File: config.mk
export PLATFORM = sky130hd
export DESIGN_NAME = mem_stage_hs
export DESIGN_NICKNAME = d
export VERILOG_FILES = /design/src/rtl/mem_stage_hs.sv
export SDC_FILE = /design/constraint.sdc
export NUM_CORES = 1
export LEC_CHECK = 0
export CORE_MARGIN = 2
export CORE_UTILIZATION = 46
export CTS_CLUSTER_SIZE = 28
export DETAILED_ROUTE_END_ITERATION = 10
export GPL_ROUTABILITY_DRIVEN = 0
export GPL_TIMING_DRIVEN = 1
export PLACE_DENSITY = 0.81
export RECOVER_POWER = 50
export SYNTH_ARGS = -nofsm -noshare
export SYNTH_HDL_FRONTEND = slang
export SYNTH_SLANG_ARGS = --single-unit
export TNS_END_PERCENT = 20
File: constraint.sdc
create_clock -name clk -period 8.8 [get_ports clk]
set_input_delay 1.76 -clock clk [delete_from_list [all_inputs] [get_ports clk]]
set_output_delay 1.76 -clock clk [all_outputs]
set_load 0.05 [all_outputs]
File: src/rtl/mem_stage_hs.sv
// -----------------------------------------------------------------------------
// mem_stage_hs -- memory pipeline stage with a request/acknowledge data bus.
//
// Accepts one instruction at a time from EX. Non-memory instructions retire
// the cycle after acceptance carrying the ALU result. Loads and stores are
// registered, presented on the bus (held stable until bus_ack) and retire the
// cycle after the ack, or with fault_out after TIMEOUT unacknowledged cycles.
//
// Parameters
//   IO_SEL_BIT  address bit that selects IO (1) over RAM (0)
//   TIMEOUT     bus cycles to wait for bus_ack before aborting (1..65535)
//
// Optional feature macro
//   MISALIGN_TRAP_EN  when defined, misaligned half/word accesses retire with
//                     fault_out and never reach the bus; when undefined they
//                     are forced onto the naturally aligned lane.
//
// Ports
//   clk, reset                   clock, asynchronous active-high reset
//   in_valid/in_ready            EX -> MEM handshake
//   iw_in, alu_in, rs2_data_in   instruction word, address/result, store data
//   wb_reg_in, wb_enable_in      destination register and its write enable
//   bus_*                        request/ack data bus (word address, lanes)
//   out_valid ... fault_out      one-cycle retire pulse and write-back fields
//   df_mem_*                     forwarding view of the retiring instruction
// -----------------------------------------------------------------------------
module mem_stage_hs #(
    parameter int IO_SEL_BIT = 31,
    parameter int TIMEOUT    = 255
) (
    input  logic        clk,
    input  logic        reset,
    input  logic        in_valid,
    output logic        in_ready,
    input  logic [31:0] iw_in,
    input  logic [31:0] alu_in,
    input  logic [31:0] rs2_data_in,
    input  logic [4:0]  wb_reg_in,
    input  logic        wb_enable_in,
    output logic        bus_req,
    output logic        bus_sel_io,
    output logic [29:0] bus_addr,
    output logic        bus_we,
    output logic [3:0]  bus_be,
    output logic [31:0] bus_wdata,
    input  logic        bus_ack,
    input  logic [31:0] bus_rdata,
    output logic        out_valid,
    output logic [31:0] iw_out,
    output logic [31:0] wb_data_out,
    output logic [4:0]  wb_reg_out,
    output logic        wb_enable_out,
    output logic        fault_out,
    output logic        df_mem_enable,
    output logic [4:0]  df_mem_reg,
    output logic [31:0] df_mem_data
);

    localparam logic [6:0]  OP_LOAD      = 7'b0000011;
    localparam logic [6:0]  OP_STORE     = 7'b0100011;
    localparam logic [15:0] TIMEOUT_LAST = 16'(TIMEOUT - 1);

    typedef enum logic [0:0] {
        ST_IDLE = 1'b0,
        ST_BUS  = 1'b1
    } state_t;

    state_t      state_r;
    logic [15:0] timer_r;
    logic [31:0] iw_r;
    logic [1:0]  off_r;
    logic [4:0]  wb_reg_r;
    logic        wb_en_r;

    logic        accept_s;
    logic        is_load_s;
    logic        is_store_s;
    logic        is_mem_s;
    logic [1:0]  size_s;
    logic [1:0]  off_s;
    logic [1:0]  eff_off_s;
    logic        trap_s;

    // Byte enables for an access of the given size at the (aligned) offset.
    function automatic logic [3:0] lane_enables(input logic [1:0] size, input logic [1:0] off);
        logic [3:0] be;
        be = 4'b0000;
        case (size)
            2'b00:   be = 4'b0001 << off;
            2'b01:   be = 4'b0011 << off;
            default: be = 4'b1111;
        endcase
        return be;
    endfunction

    // Store data replicated across every lane it could land in.
    function automatic logic [31:0] lane_wdata(input logic [1:0] size, input logic [31:0] data);
        logic [31:0] wd;
        wd = data;
        case (size)
            2'b00:   wd = {4{data[7:0]}};
            2'b01:   wd = {2{data[15:0]}};
            default: wd = data;
        endcase
        return wd;
    endfunction

    // Load lane extraction and sign/zero extension from funct3.
    function automatic logic [31:0] load_extract(input logic [31:0] rdata, input logic [2:0] funct3,
                                                 input logic [1:0] off);
        logic [7:0]  b;
        logic [15:0] h;
        logic [31:0] r;
        case (off)
            2'b00:   b = rdata[7:0];
            2'b01:   b = rdata[15:8];
            2'b10:   b = rdata[23:16];
            default: b = rdata[31:24];
        endcase
        h = off[1] ? rdata[31:16] : rdata[15:0];
        case (funct3)
            3'b000:  r = {{24{b[7]}}, b};
            3'b100:  r = {24'h000000, b};
            3'b001:  r = {{16{h[15]}}, h};
            3'b101:  r = {16'h0000, h};
            default: r = rdata;
        endcase
        return r;
    endfunction

    assign accept_s   = in_valid & in_ready;
    assign is_load_s  = (iw_in[6:0] == OP_LOAD);
    assign is_store_s = (iw_in[6:0] == OP_STORE);
    assign is_mem_s   = is_load_s | is_store_s;
    assign size_s     = iw_in[13:12];
    assign off_s      = alu_in[1:0];

    // Effective lane offset: halves snap to an even lane, words to lane 0.
    always_comb begin
        eff_off_s = off_s;
        case (size_s)
            2'b00:   eff_off_s = off_s;
            2'b01:   eff_off_s = {off_s[1], 1'b0};
            default: eff_off_s = 2'b00;
        endcase
    end

`ifdef MISALIGN_TRAP_EN
    // Misaligned halves and words are refused before they reach the bus.
    always_comb begin
        trap_s = 1'b0;
        case (size_s)
            2'b00:   trap_s = 1'b0;
            2'b01:   trap_s = is_mem_s & off_s[0];
            default: trap_s = is_mem_s & (off_s != 2'b00);
        endcase
    end
`else
    assign trap_s = 1'b0;
`endif

    // Stage FSM with registered bus and write-back outputs.
    always_ff @(posedge clk or posedge reset) begin
        if (reset) begin
            state_r       <= ST_IDLE;
            timer_r       <= 16'h0000;
            iw_r          <= 32'h00000000;
            off_r         <= 2'b00;
            wb_reg_r      <= 5'd0;
            wb_en_r       <= 1'b0;
            in_ready      <= 1'b1;
            bus_req       <= 1'b0;
            bus_sel_io    <= 1'b0;
            bus_addr      <= 30'h00000000;
            bus_we        <= 1'b0;
            bus_be        <= 4'b0000;
            bus_wdata     <= 32'h00000000;
            out_valid     <= 1'b0;
            iw_out        <= 32'h00000000;
            wb_data_out   <= 32'h00000000;
            wb_reg_out    <= 5'd0;
            wb_enable_out <= 1'b0;
            fault_out     <= 1'b0;
        end else begin
            out_valid     <= 1'b0;
            wb_enable_out <= 1'b0;
            fault_out     <= 1'b0;
            case (state_r)
                ST_IDLE: begin
                    if (accept_s) begin
                        if (!is_mem_s || trap_s) begin
                            // Retire directly: ALU result, or a misalign fault.
                            out_valid     <= 1'b1;
                            iw_out        <= iw_in;
                            wb_data_out   <= alu_in;
                            wb_reg_out    <= wb_reg_in;
                            wb_enable_out <= wb_enable_in & ~is_mem_s;
                            fault_out     <= trap_s;
                        end else begin
                            state_r    <= ST_BUS;
                            timer_r    <= 16'h0000;
                            in_ready   <= 1'b0;
                            bus_req    <= 1'b1;
                            bus_sel_io <= alu_in[IO_SEL_BIT];
                            bus_addr   <= alu_in[31:2];
                            bus_we     <= is_store_s;
                            bus_be     <= lane_enables(size_s, eff_off_s);
                            bus_wdata  <= lane_wdata(size_s, rs2_data_in);
                            iw_r       <= iw_in;
                            off_r      <= eff_off_s;
                            wb_reg_r   <= wb_reg_in;
                            wb_en_r    <= wb_enable_in & is_load_s;
                        end
                    end
                end
                ST_BUS: begin
                    // The ack is checked first so it wins over an expiring timer.
                    if (bus_ack) begin
                        state_r       <= ST_IDLE;
                        in_ready      <= 1'b1;
                        bus_req       <= 1'b0;
                        bus_we        <= 1'b0;
                        bus_be        <= 4'b0000;
                        out_valid     <= 1'b1;
                        iw_out        <= iw_r;
                        wb_data_out   <= load_extract(bus_rdata, iw_r[14:12], off_r);
                        wb_reg_out    <= wb_reg_r;
                        wb_enable_out <= wb_en_r;
                    end else if (timer_r == TIMEOUT_LAST) begin
                        state_r     <= ST_IDLE;
                        in_ready    <= 1'b1;
                        bus_req     <= 1'b0;
                        bus_we      <= 1'b0;
                        bus_be      <= 4'b0000;
                        out_valid   <= 1'b1;
                        iw_out      <= iw_r;
                        wb_data_out <= 32'h00000000;
                        wb_reg_out  <= wb_reg_r;
                        fault_out   <= 1'b1;
                    end else begin
                        timer_r <= timer_r + 16'h0001;
                    end
                end
                default: begin
                    state_r  <= ST_IDLE;
                    in_ready <= 1'b1;
                    bus_req  <= 1'b0;
                end
            endcase
        end
    end

    assign df_mem_enable = out_valid & wb_enable_out;
    assign df_mem_reg    = wb_reg_out;
    assign df_mem_data   = wb_data_out;

endmodule
==> impl_metrics.env <==
export IMPL_p_leak_nw=6.22
export IMPL_dp_slack_ns=4.34
export IMPL_cp_depth=6
export IMPL_critPathTopFamily="simple AND/OR/NAND/NOR gates"
export IMPL_status="finished with violations"
export IMPL_r2r_cells=4
export IMPL_end_kind="register"
export IMPL_p_int_mw=1.40
export IMPL_grt_pass1_vias=7974
export IMPL_layout_cells_non_filler=1498
export IMPL_dp_hpwl_um=20000
export IMPL_yosys_warnings=0
export IMPL_die_w_um=146
export IMPL_postRouteAntennaNets=0
export IMPL_clk_pin_slew_ns=0.08
export IMPL_synth_nets=1115
export IMPL_drive_gt1_share_pct=5.78
export IMPL_cts_htree_levels=4
export IMPL_routed_wirelength_um=27900
export IMPL_power_mw=1.80
export IMPL_switching_power_mw=0.397
export IMPL_cts_resized_gates=0
export IMPL_maxSlewViolCount=97
export IMPL_crit_type="in2reg"
export IMPL_io_pins=318
export IMPL_nets=1358
export IMPL_yosysSeqAreaShare_pct=53.1
export IMPL_final_hold_viol_count=0
export IMPL_groute_usage_overall_pct=26.1
export IMPL_hold_depth=1
export IMPL_syn_inst=975
export IMPL_path_max_fanout=93
export IMPL_synth_area_leaders="dfrtp_1, nand2_1, mux2i_1"
export IMPL_grt_overflow_total=0
export IMPL_r2r_end="bus_wdata[26]$_DFFE_PP0P_"
export IMPL_numCtsBuffers=17
export IMPL_synth_top_flop_cell="dfrtp_1"
export IMPL_area_growth_pct=38.4
export IMPL_vias=8005
export IMPL_finalSetupTns_ns=0
export IMPL_synth_most_common_cell="nand2_1"
export IMPL_relSlewSlack_pct=-73.1
export IMPL_drt_first_iter_violations=438
export IMPL_rsz0062_at_grt="false"
export IMPL_grt_pass1_wl_um=43700
export IMPL_clock_sinks=198
export IMPL_skew_ns=0.0130
export IMPL_synth_top_area_share_pct=52.8
export IMPL_path_buf_inv=2
export IMPL_cts_tree="yes"
export IMPL_synth_edf_count=0
export IMPL_setup_viol=0
export IMPL_power_density_nw_per_um2=139
export IMPL_drtPass1Iterations=7
export IMPL_required_ns=9.07
export IMPL_wire_per_inst_um=18.6
export IMPL_vdd_drop_max_uv=127
export IMPL_fmax_mhz=184
export IMPL_synth_area_um2=9330
export IMPL_syn_avg_cell_area_um2=9.57
export IMPL_die_h_um=146
export IMPL_cts_hold_buf=0
export IMPL_min_path_type="reg2reg"
export IMPL_dpl_cell_area_um2=12400
export IMPL_drv_cap=2
export IMPL_grt_max_degree=123
export IMPL_critPathSlowestCell="nand2b_1"
export IMPL_cts_setup_buffers=0
export IMPL_path_cells="dlygate4sd3_1 -> nor2_1 -> nand4_1 -> nand2b_1 -> buf_4 -> o21ai_0"
export IMPL_rr_startpoint="state_r$_DFF_PP0_"
export IMPL_synth_common_cells="nand2_1, dfrtp_1, o21ai_0, mux2i_1, clkbuf_1"
export IMPL_core_area_um2=20000
export IMPL_endpoint="bus_wdata[26]$_DFFE_PP0P_"
export IMPL_ff2ff_setup_slack_ns=4.72
export IMPL_die_area_um2=21400
export IMPL_start_util_pct=46.6
export IMPL_vias_per_cell=5.34
export IMPL_p_comb_share_pct=7.2
export IMPL_clk_path_buf_depth=2
export IMPL_seqPwrFrac_pct=50.5
export IMPL_worstPathArrival_ns=5.71
export IMPL_async_flop_share_pct=100
export IMPL_final_core_util_pct=64.4
export IMPL_setup_slack_ns=3.36
export IMPL_fin_crit_ns=5.44
export IMPL_clock_power_share_pct=42.3
export IMPL_holdWs_ns=0.467
export IMPL_violations="capacitance limit, slew limit"
export IMPL_worst_slew_pin_slew_ns=2.60
export IMPL_antenna_found_initial=0
export IMPL_max_stage_delay_ns=1.89
export IMPL_fin_crit_sh_pct=61.8
export IMPL_drc=0
export IMPL_startpoint_type="input port"
export IMPL_synth_cell_types=49
export IMPL_cts_root_buf="clkbuf_16"
export IMPL_yosysTopAreaCell="dfrtp_1"
export IMPL_final_area_um2=12900
export IMPL_rows=52
export IMPL_diodes=0
export IMPL_place_inst=1469
export IMPL_ys_ff_latch=198
export IMPL_p_sw_share_pct=22.1
export IMPL_worstSetupStartpoint="iw_in[6]"
export IMPL_io_buffer_count=317
export IMPL_clkLatencyLatePin_ns=0.43
placed cells by master (no fill, tap or decap), drive strengths merged, types with 4 or more instances in the layout:
cell and n:
mux2 32, xnor2 9, a2bb2oi 8, o221ai 7
nor2 28, clkbuf 21, and2 8, nand2b 7
a21oi 33, mux2i 64, buf 6, nand2 254
o22ai 14, inv 32, dfrtp 197, clkinv 4
nand3 14, clkdlybuf4s50 173, dlygate4sd3 144, nor3 7
nand4 6, o32ai 16, o21ai 110
cell type report:
type,instances,area (um^2)
Clock buffer,21,450
Fill cell,1695,7130
Inverter,32,128
Sequential cell,198,4960
Multi-Input combinational cell,646,3710
Clock inverter,8,103
Tap cell,270,338
Timing Repair Buffer,323,3220
worst min path at each step:
stage | slack (ns) | start | to
3_5_place_dp | 0.46 | iw_r[0]$_DFFE_PP0P_ | iw_r[0]$_DFFE_PP0P_
6_report | 0.47 | iw_r[1]$_DFFE_PP0P_ | iw_r[1]$_DFFE_PP0P_
4_1_cts | 0.47 | iw_r[1]$_DFFE_PP0P_ | iw_r[1]$_DFFE_PP0P_
5_1_grt | 0.49 | iw_r[1]$_DFFE_PP0P_ | iw_r[1]$_DFFE_PP0P_
3_3_place_gp | 0.45 | iw_r[1]$_DFFE_PP0P_ | iw_r[1]$_DFFE_PP0P_
2_1_floorplan | 0.43 | iw_r[0]$_DFFE_PP0P_ | iw_r[0]$_DFFE_PP0P_
power by group through the flow:
stage	sequential (mW)	combinational [mW]	clock [mW]
floorplan	0.927	0.0442	0
global placement	0.927	0.129	0
detailed placement	0.927	0.130	0
CTS	0.909	0.131	0.773
global route	0.909	0.141	0.808
finish	0.910	0.129	0.762
kinds of logic (layout without fill, tap and decap cells):
kind of cell	Yosys count	after routing	share of synthesized area, %
XOR/XNOR	9	9	0.845
buffers and inverters	131	384	7.15
flip-flops	198	198	53.1
adder cells (fa/ha/maj)	2	2	0.268
AO/OA/AOI/OAI	199	199	12.6
AND/OR/NAND/NOR	340	340	15.3
multiplexers	96	96	10.7
routing by layer:
layer  share of wire, %  GRT usage, %  vias to the layer above
met3                7.4          6.19                       51
met1                 41          33.2                     3895
met5                  0             0                        -
met2                 49          43.8                      297
li1                   -             -                     3762
met4                2.7          9.13                        0
(Power assumes the default switching activity.)
